## config.mk

```make
export PLATFORM = sky130hd
export DESIGN_NAME = fb_bunch_sequencer
export DESIGN_NICKNAME = d
export VERILOG_FILES = /design/src/rtl/fb_bunch_sequencer.sv
export SDC_FILE = /design/constraint.sdc
export NUM_CORES = 1
export LEC_CHECK = 0
export CAP_MARGIN = 20
export CELL_PAD_IN_SITES_DETAIL_PLACEMENT = 0
export CELL_PAD_IN_SITES_GLOBAL_PLACEMENT = 1
export CORE_ASPECT_RATIO = 0.5
export CORE_MARGIN = 2
export CORE_UTILIZATION = 40
export DETAILED_ROUTE_END_ITERATION = 7
export GPL_ROUTABILITY_DRIVEN = 0
export GPL_TIMING_DRIVEN = 1
export PLACE_DENSITY_LB_ADDON = 0.05
export RECOVER_POWER = 50
export SYNTH_ARGS = -nofsm -noshare
export SYNTH_HDL_FRONTEND = slang
export SYNTH_SLANG_ARGS = --single-unit
```

## constraint.sdc

```tcl
create_clock -name clk -period 2.9 [get_ports clk]
set_input_delay 0.87 -clock clk [delete_from_list [all_inputs] [get_ports clk]]
set_output_delay 0.87 -clock clk [all_outputs]
set_load 0.01 [all_outputs]
```

## src/rtl/fb_bunch_sequencer.sv

```systemverilog
// Bunch-train sequencer for the feedback DSP calc stage: times bunch strobes after a
// train trigger, gates the feedback/delay-loop enables and trips feedback on overflow.
//
// Handshake: there is no valid/ready pair here. trig is a single-cycle pulse that is
// only accepted in IDLE. bunch_strb is a single-cycle pulse that the calc stage must
// accept unconditionally. store_strb low is a level clear that wins over everything
// except rst.
module fb_bunch_sequencer #(
    parameter int MAX_BUNCHES = 4,
    parameter int CNT_W       = 8,
    parameter int MIN_SPACE   = 8,
    parameter int TAIL        = 8,
    parameter int OFLOW_TRIP  = 3
) (
    input  logic             clk,
    input  logic             rst,
    input  logic             store_strb,
    input  logic             trig,
    input  logic [2:0]       num_bunches,
    input  logic [CNT_W-1:0] first_dly,
    input  logic [CNT_W-1:0] spacing,
    input  logic             fb_req,
    input  logic             delay_req,
    input  logic             dsp_oflow,
    output logic             bunch_strb,
    output logic [1:0]       bunch_idx,
    output logic             fb_en,
    output logic             delay_en,
    output logic             busy,
    output logic             fb_tripped,
    output logic [7:0]       oflow_cnt
);

    typedef enum logic [2:0] {
        ST_IDLE  = 3'd0,
        ST_WAIT  = 3'd1,
        ST_STRB  = 3'd2,
        ST_SPACE = 3'd3,
        ST_TAIL  = 3'd4
    } state_t;

    state_t           state, state_next;
    logic [CNT_W-1:0] cnt, cnt_next;
    logic [2:0]       strb_num, strb_num_next;
    logic [2:0]       eff_n;
    logic [CNT_W-1:0] eff_sp;
    logic [7:0]       train_oflow;
    logic             start;
    logic             oflow_hit;
    logic             trip_now;
    logic [2:0]       clamp_n;
    logic [CNT_W-1:0] clamp_sp;

    assign clamp_n  = (num_bunches > 3'(MAX_BUNCHES)) ? 3'(MAX_BUNCHES) : num_bunches;
    assign clamp_sp = (spacing < CNT_W'(MIN_SPACE)) ? CNT_W'(MIN_SPACE) : spacing;

    // busy is the registered view of the train, so overflow sampling follows it too.
    assign oflow_hit = busy & dsp_oflow;
    assign trip_now  = oflow_hit & (({1'b0, train_oflow} + 9'd1) >= 9'(OFLOW_TRIP));

    always_comb begin
        state_next    = state;
        cnt_next      = cnt;
        strb_num_next = strb_num;
        start         = 1'b0;
        unique case (state)
            ST_IDLE: begin
                if (trig && (num_bunches != 3'd0)) begin
                    state_next    = ST_WAIT;
                    cnt_next      = first_dly;
                    strb_num_next = 3'd0;
                    start         = 1'b1;
                end
            end
            ST_WAIT: begin
                if (cnt == '0) state_next = ST_STRB;
                else           cnt_next   = cnt - CNT_W'(1);
            end
            ST_STRB: begin
                strb_num_next = strb_num + 3'd1;
                if (strb_num == (eff_n - 3'd1)) begin
                    state_next = ST_TAIL;
                    cnt_next   = CNT_W'(TAIL - 1);
                end else begin
                    // SPACE lasts eff_sp-1 cycles so strobes land exactly eff_sp apart.
                    state_next = ST_SPACE;
                    cnt_next   = eff_sp - CNT_W'(2);
                end
            end
            ST_SPACE: begin
                if (cnt == '0) state_next = ST_STRB;
                else           cnt_next   = cnt - CNT_W'(1);
            end
            ST_TAIL: begin
                if (cnt == '0) state_next = ST_IDLE;
                else           cnt_next   = cnt - CNT_W'(1);
            end
            default: begin
                state_next = ST_IDLE;
            end
        endcase
        if (!store_strb) begin
            state_next = ST_IDLE;
            start      = 1'b0;
        end
    end

    always_ff @(posedge clk) begin
        if (rst) begin
            state       <= ST_IDLE;
            cnt         <= '0;
            strb_num    <= '0;
            eff_n       <= '0;
            eff_sp      <= '0;
            train_oflow <= '0;
            bunch_strb  <= 1'b0;
            bunch_idx   <= '0;
            fb_en       <= 1'b0;
            delay_en    <= 1'b0;
            busy        <= 1'b0;
            fb_tripped  <= 1'b0;
            oflow_cnt   <= '0;
        end else if (!store_strb) begin
            // Beam lost: abort the train but keep the last latched configuration.
            state       <= ST_IDLE;
            cnt         <= '0;
            strb_num    <= '0;
            train_oflow <= '0;
            bunch_strb  <= 1'b0;
            bunch_idx   <= '0;
            fb_en       <= 1'b0;
            delay_en    <= 1'b0;
            busy        <= 1'b0;
            fb_tripped  <= 1'b0;
            oflow_cnt   <= '0;
        end else begin
            state    <= state_next;
            cnt      <= cnt_next;
            strb_num <= strb_num_next;
            if (start) begin
                eff_n  <= clamp_n;
                eff_sp <= clamp_sp;
            end

            bunch_strb <= (state_next == ST_STRB);
            if (state_next == ST_STRB) bunch_idx <= strb_num[1:0];
            // Busy skips the trigger cycle itself and drops as TAIL expires.
            busy     <= (state != ST_IDLE) && (state_next != ST_IDLE);
            fb_en    <= busy & fb_req & ~fb_tripped;
            delay_en <= busy & delay_req;

            if (start)          train_oflow <= '0;
            else if (oflow_hit && (train_oflow != 8'hFF))
                                train_oflow <= train_oflow + 8'd1;
            if (oflow_hit && (oflow_cnt != 8'hFF)) oflow_cnt <= oflow_cnt + 8'd1;
            if (trip_now) fb_tripped <= 1'b1;
        end
    end

endmodule

```

==> results.py, run 1 <==
metrics = {
    "layout": {
        "antenna_cells": 0,
        "layout.cells.non_filler": 445,
        "nNetsFinal": 390,
        "post-route-util_pct": 52.8,
        "drive_gt1_share_pct": 6.16,
        "syn2layout_area_growth_pct": 26.3,
    },
    "worst_setup_path": {
        "start_kind": "input pin",
        "r2r_slack_ns": 0.72,
        "timing.critical_path.to": "bunch_idx[0]",
        "path_max_fanout": 6,
        "reg2reg_from": "state[1]",
        "critPathKind": "in -> reg",
        "worstPathRequired_ns": 3.06,
        "crit_start": "num_bunches[1]",
        "reg2reg_depth": 6,
        "r2r-end": "cnt[3]",
        "end_kind": "flop",
        "crit_arrival_ns": 2.70,
    },
    "logic_synthesis": {
        "ys_ff_latch": 48,
        "ys.warnings.count": 0,
        "ys_dominant_reg_cell": "dfxtp_1",
        "async_reset_ff_share_pct": 0,
        "synth_top_area_share_pct": 37.7,
        "synth.distinct_cells": 52,
        "synthMostInstantiatedCell": "dfxtp_1",
        "synth_nets": 344,
        "synth_area_per_cell_um2": 8.23,
        "synthTopCellsByCount": "dfxtp_1 (48), nand2_1 (39), nor2_1 (34)",
        "synth_area_leader_cell": "dfxtp_1",
        "yosysSeqAreaShare_pct": 37.7,
        "netlist_instances": 310,
        "synth-edff-count": 0,
        "netlist_top_cells_area": "dfxtp_1 (38%), nand2_1 (5.7%), xor2_1 (5.2%), nor2_1 (5.0%), a21oi_1 (4.7%)",
        "syn_area_um2": 2550,
    },
    "detailed_routing": {
        "drtPass1Iterations": 4,
        "ant_nets": 0,
        "viasPerCell": 5.25,
        "routedWlPerCell_um": 13.8,
        "drt_iter0_markers": 111,
        "vias": 2335,
        "routed_wl_mm": 6.15,
        "drc": 0,
    },
    "sta": {
        "skew_ns": 0.00776,
        "rsz0062_at_grt": "false",
        "setup_violations": 0,
        "fin_setup_tns_ns": 0,
        "max-slew-margin-rel_pct": 62.6,
        "worst_pin_slew_ns": 0.560,
        "min_period_ns": 2.55,
        "hold_violations": 0,
        "fin_crit_sh_pct": 87.8,
        "slew_viol_final": 0,
        "fmax_mhz": 393,
    },
    "power": {
        "seqPwrFrac_pct": 46.9,
        "switching_share_pct": 25.3,
        "p_leak_nw": 1.20,
        "internal_power_mw": 1.10,
        "pwr-share-clk_pct": 38.3,
        "switching_power_mw": 0.373,
        "p_per_area_nw_per_um2": 459,
        "ir_worst_vdd_mv": 0.193,
        "power_frac_comb_pct": 14.8,
    },
    "clock_network": {
        "cts.sinks": 48,
        "clock_tree.root_cell": "clkbuf_16",
        "cts_made_buffers": 5,
        "htreeDepth": 2,
        "cts_hold_buf": 0,
        "ctsResizeCount": 0,
        "cts_buffer_depth": 2,
        "cts_tree": "done",
        "cts_setup_buffers": 0,
        "clk_pin_slew_ns": 0.06,
        "insertion_delay_ns": 0.29,
    },
    "placed_design": {
        "post-place-cells": 437,
        "numPortBuffers": 40,
        "place_hpwl_mm": 4.65,
    },
    "floorplanning": {
        "num_rows": 20,
        "die_x_um": 117,
        "die_h_um": 60.5,
        "core-area_um2": 6110,
        "ios": 41,
        "die-area_um2": 7070,
        "start_util_pct": 41.8,
    },
    "job": {
        "maxCapViolations": 0,
    },
    "grt": {
        "grt_usage_pct": 19.1,
        "grt_pass1_vias": 2177,
        "grt_max_degree": 23,
        "grt_pass1_wl_mm": 10.4,
        "gr-total-overflow": 0,
        "antenna_found_initial": 0,
    },
    "run_status": {
        "status": "complete, no violations",
    },
    "worst_hold_path": {
        "hold_class": "reg -> reg",
    },
}
## worst max-delay path, stage by stage
cell             delay (ns)
clkdlybuf4s50_1        0.41
or3_1                  0.41
a21oi_1                0.25
a21bo_2                0.29
o311ai_0               0.34
o41ai_1                0.12
## placed cells by master (no fill, tap or decap), types with 4 or more instances in the layout
cell             synthesis  routed
a211oi_1                 4       4
nand4_1                  7       7
a21oi_1                 24      24
ha_1                     8       8
xnor2_1                  8       8
nand2_1                 39      39
o22ai_1                  4       4
clkbuf_16                0       5
a31oi_1                  6       6
nand3_1                 14      14
nor3_1                   8       8
o31ai_1                  4       4
xor2_1                  15      15
buf_4                    1      10
dlygate4sd3_1            0      17
nor2_1                  34      34
o21ai_0                 12      12
inv_1                   11      11
clkdlybuf4s50_1          0      23
dfxtp_1                 48      48
## registers in the layout, indices dropped and copies added (netlist names)
| register | count |
|---|---|
| cnt | 8 |
| eff_sp | 8 |
| oflow_cnt | 8 |
| train_oflow | 8 |
| eff_n | 3 |
| state | 3 |
| strb_num | 3 |
| bunch_idx | 2 |
| bunch_strb | 1 |
| busy | 1 |
| delay_en | 1 |
| fb_en | 1 |
| fb_tripped | 1 |
## routing by layer
metal	up-vias	share of wire (%)	GRT usage [%]
met5	-	0	0
met4	0	0.73	4.87
met3	4	6.7	5.19
met2	64	42	30.7
met1	1061	50	26.0
li1	1206	-	-
## worst min path at each step
stage               startpoint   endpoint  cells past startpoint
finish               eff_sp[0]  eff_sp[0]                      2
global route         eff_sp[2]  eff_sp[2]                      2
CTS                  eff_sp[0]  eff_sp[0]                      2
detailed placement   eff_sp[0]  eff_sp[0]                      2
global placement     eff_sp[6]  eff_sp[6]                      2
floorplan            eff_sp[0]  eff_sp[0]                      2
## cells by family after synthesis
group,count (synthesis),synth area share [%]
AND/OR/NAND/NOR,128,25.1
AO/OA/AOI/OAI,77,19.7
flip-flops,48,37.7
XOR/XNOR,24,8.83
buffers and inverters,23,3.93
adder cells (fa/ha/maj),8,3.93
multiplexers,2,0.834
## final cells by class
cell class | count | area, um^2
Tap cell | 88 | 110
Fill cell | 608 | 2880
Timing Repair Buffer | 51 | 479
Clock inverter | 1 | 8.76
Sequential cell | 48 | 961
Inverter | 11 | 41.3
Clock buffer | 7 | 133
Multi-Input combinational cell | 239 | 1490
## power by group through the flow
stage                     Clock (mW)  Combinational [mW]  Sequential, mW
after global placement             0               0.216           0.707
after CTS                      0.584               0.221           0.693
after detailed placement           0               0.219           0.708
after floorplan                    0               0.146           0.701
final                          0.566               0.219           0.693
after global routing           0.619               0.245           0.696
## metrics by stage
step	worst slack, ns	hold slack (ns)	cell area, um^2	total power [mW]
after global routing	0.231	0.486	3220	1.56
after detailed placement	0.0762	0.456	3080	0.926
after global placement	0.121	0.453	3080	0.923
after floorplan	0.579	0.428	2550	0.846
after CTS	0.347	0.467	3230	1.50
final	0.353	0.468	3220	1.48
(Power assumes the default switching activity.)
==> inputs of run 2 (changes only) <==
--- a/config.mk
+++ b/config.mk
@@ -9,8 +9,8 @@
 export CELL_PAD_IN_SITES_DETAIL_PLACEMENT = 0
 export CELL_PAD_IN_SITES_GLOBAL_PLACEMENT = 1
 export CORE_ASPECT_RATIO = 0.5
-export CORE_MARGIN = 2
-export CORE_UTILIZATION = 40
+export CORE_MARGIN = 4
+export CORE_UTILIZATION = 35
 export DETAILED_ROUTE_END_ITERATION = 7
 export GPL_ROUTABILITY_DRIVEN = 0
 export GPL_TIMING_DRIVEN = 1
==> constraint.sdc (replaced) <==
create_clock -name clk -period 2.3 [get_ports clk]
set_input_delay 0.69 -clock clk [delete_from_list [all_inputs] [get_ports clk]]
set_output_delay 0.69 -clock clk [all_outputs]
set_load 0.01 [all_outputs]
==> run 2 against run 1 <==
Critical path depth grew 1. Worst hold slack lost 0.0066 ns. Final cell count increased by 3.8%. First-iteration DRC count is 31% higher. Global-route usage decreased by 3.1 points. Non-clock buffer count up 13. Critical path type unchanged. Largest cell class unchanged.
==> results.py, run 2 (synthesis gave the netlist of run 1 again) <==
metrics = {
    "power": {
        "power_frac_comb_pct": 16.3,
        "p_leak_nw": 1.24,
        "internal_power_mw": 1.44,
        "ir_worst_vdd_mv": 0.265,
        "p_per_area_nw_per_um2": 573,
        "switching_power_mw": 0.504,
        "switching_share_pct": 25.8,
        "seqPwrFrac_pct": 44.9,
        "pwr-share-clk_pct": 38.8,
    },
    "floorplanning": {
        "core-area_um2": 6880,
        "die-area_um2": 8800,
        "num_rows": 21,
        "die_h_um": 68.4,
        "start_util_pct": 37.0,
        "ios": 41,
        "die_x_um": 129,
    },
    "detailed_routing": {
        "ant_nets": 0,
        "vias": 2398,
        "drt_iter0_markers": 145,
        "drtPass1Iterations": 4,
        "routed_wl_mm": 6.49,
        "routedWlPerCell_um": 14.1,
        "viasPerCell": 5.19,
        "drc": 0,
    },
    "grt": {
        "grt_pass1_vias": 2371,
        "antenna_found_initial": 0,
        "grt_pass1_wl_mm": 11.1,
        "grt_usage_pct": 16.0,
        "gr-total-overflow": 0,
        "grt_max_degree": 17,
    },
    "clock_network": {
        "htreeDepth": 2,
        "cts.sinks": 48,
        "clock_tree.root_cell": "clkbuf_16",
        "cts_tree": "done",
        "clk_pin_slew_ns": 0.06,
        "cts_buffer_depth": 2,
        "insertion_delay_ns": 0.29,
        "cts_made_buffers": 5,
    },
    "placed_design": {
        "place_hpwl_mm": 4.96,
        "post-place-cells": 452,
        "numPortBuffers": 40,
        "post-place-ws_ns": -0.365,
    },
    "sta": {
        "fin_crit_sh_pct": 97.5,
        "slew_viol_final": 0,
        "setup_violations": 0,
        "skew_ns": 0.00389,
        "max-slew-margin-rel_pct": 67.2,
        "hold_violations": 0,
        "fmax_mhz": 446,
        "timing.final.ws_setup_ns": 0.0580,
        "rsz0062_at_grt": "true",
        "min_period_ns": 2.24,
        "worst_pin_slew_ns": 0.486,
        "fin_setup_tns_ns": 0,
    },
    "layout": {
        "final_cell_mix": "dfxtp_1 (48), nand2_1 (39), clkdlybuf4s50_1 (38)",
        "final_common_cell": "dfxtp_1",
        "syn2layout_area_growth_pct": 33.3,
        "antenna_cells": 0,
        "layout.cells.non_filler": 462,
        "post-route-util_pct": 49.4,
        "drive_gt1_share_pct": 11.9,
        "nNetsFinal": 403,
    },
    "worst_setup_path": {
        "crit_arrival_ns": 2.47,
        "path_max_fanout": 5,
        "end_kind": "flop",
        "cpMaxStageDelayCell": "or4_1",
        "worstPathRequired_ns": 2.53,
        "start_kind": "input pin",
        "crit_family": "simple AND/OR/NAND/NOR gates",
        "path_cells": "clkdlybuf4s50_1 > nor4b_4 > a21oi_4 > a21boi_4 > buf_4 > or4_1 > a21oi_1",
        "critPathKind": "in -> reg",
        "max_stage_delay_ns": 0.51,
        "cp_num_buf_inv": 2,
    },
    "worst_hold_path": {
        "hold_class": "reg -> reg",
    },
    "run_status": {
        "status": "complete, no violations",
    },
    "job": {
        "maxCapViolations": 0,
    },
}
==> run 2: changes by cell type in the layout (fill, tap and decap cells not counted), moves of 2 or more <==
cell,change
o41ai_1,-2
dlygate4sd3_1,-15
buf_4,+13
clkbuf_1,-2
o41ai_2,+2
clkdlybuf4s50_1,+15
o311ai_2,+2
==> run 2: stage by stage <==
stage | hold WS, ns | area [um^2] | power (mW)
after floorplan | 0.428 | 2550 | 1.07
after CTS | 0.466 | 3330 | 1.95
after global routing | 0.486 | 3400 | 2.05
final | 0.462 | 3400 | 1.95
after global placement | 0.452 | 3170 | 1.19
after detailed placement | 0.454 | 3170 | 1.19
==> run 2: what timing repair did <==
action	in CTS	in global routing
cloned	0	1
resized for setup	3	10
pin swaps	0	3
hold endpoints to repair	0	0
setup buffers	0	1
hold buffers	0	0
endpoints found under the setup margin	6	7
==> run 2: routing by layer <==
layer / vias up / global-route usage (%) / part of all wire (%)
met5: - / 0 / 0
met4: 0 / 4.45 / 0.92
met3: 8 / 4.68 / 5.9
met2: 62 / 25.3 / 43
met1: 1089 / 21.4 / 50
li1: 1239 / - / -
==> run 2: final timing paths <==
kind         cells past startpoint  slack (ns)         to      start
min reg2reg                      2        0.46  eff_sp[6]  eff_sp[6]
max                              7        0.06     cnt[3]       trig
min                              2        0.46  eff_sp[6]  eff_sp[6]
max reg2reg                      6        0.27     cnt[3]   state[0]
==> run 2: final cells by class <==
cell class	instances	area (um^2)
Tap cell	92	115
Timing Repair Buffer	64	578
Clock inverter	1	7.51
Fill cell	685	3490
Multi-Input combinational cell	239	1550
Clock buffer	7	143
Inverter	11	41.3
Sequential cell	48	961
==> run 2: worst reg2reg max path: cells and delay by family (launching register included) <==
kind            cells  cell delay [ns]
simple gates        2             0.77
buf+inv             1             0.17
compound gates      3             0.47
flops               1             0.56
==> run 2: power by group through the flow <==
stage | combinational, mW | clock [mW] | sequential, mW
floorplan | 0.184 | 0 | 0.883
global placement | 0.293 | 0 | 0.892
detailed placement | 0.296 | 0 | 0.893
CTS | 0.300 | 0.779 | 0.874
global route | 0.350 | 0.819 | 0.878
finish | 0.318 | 0.757 | 0.874
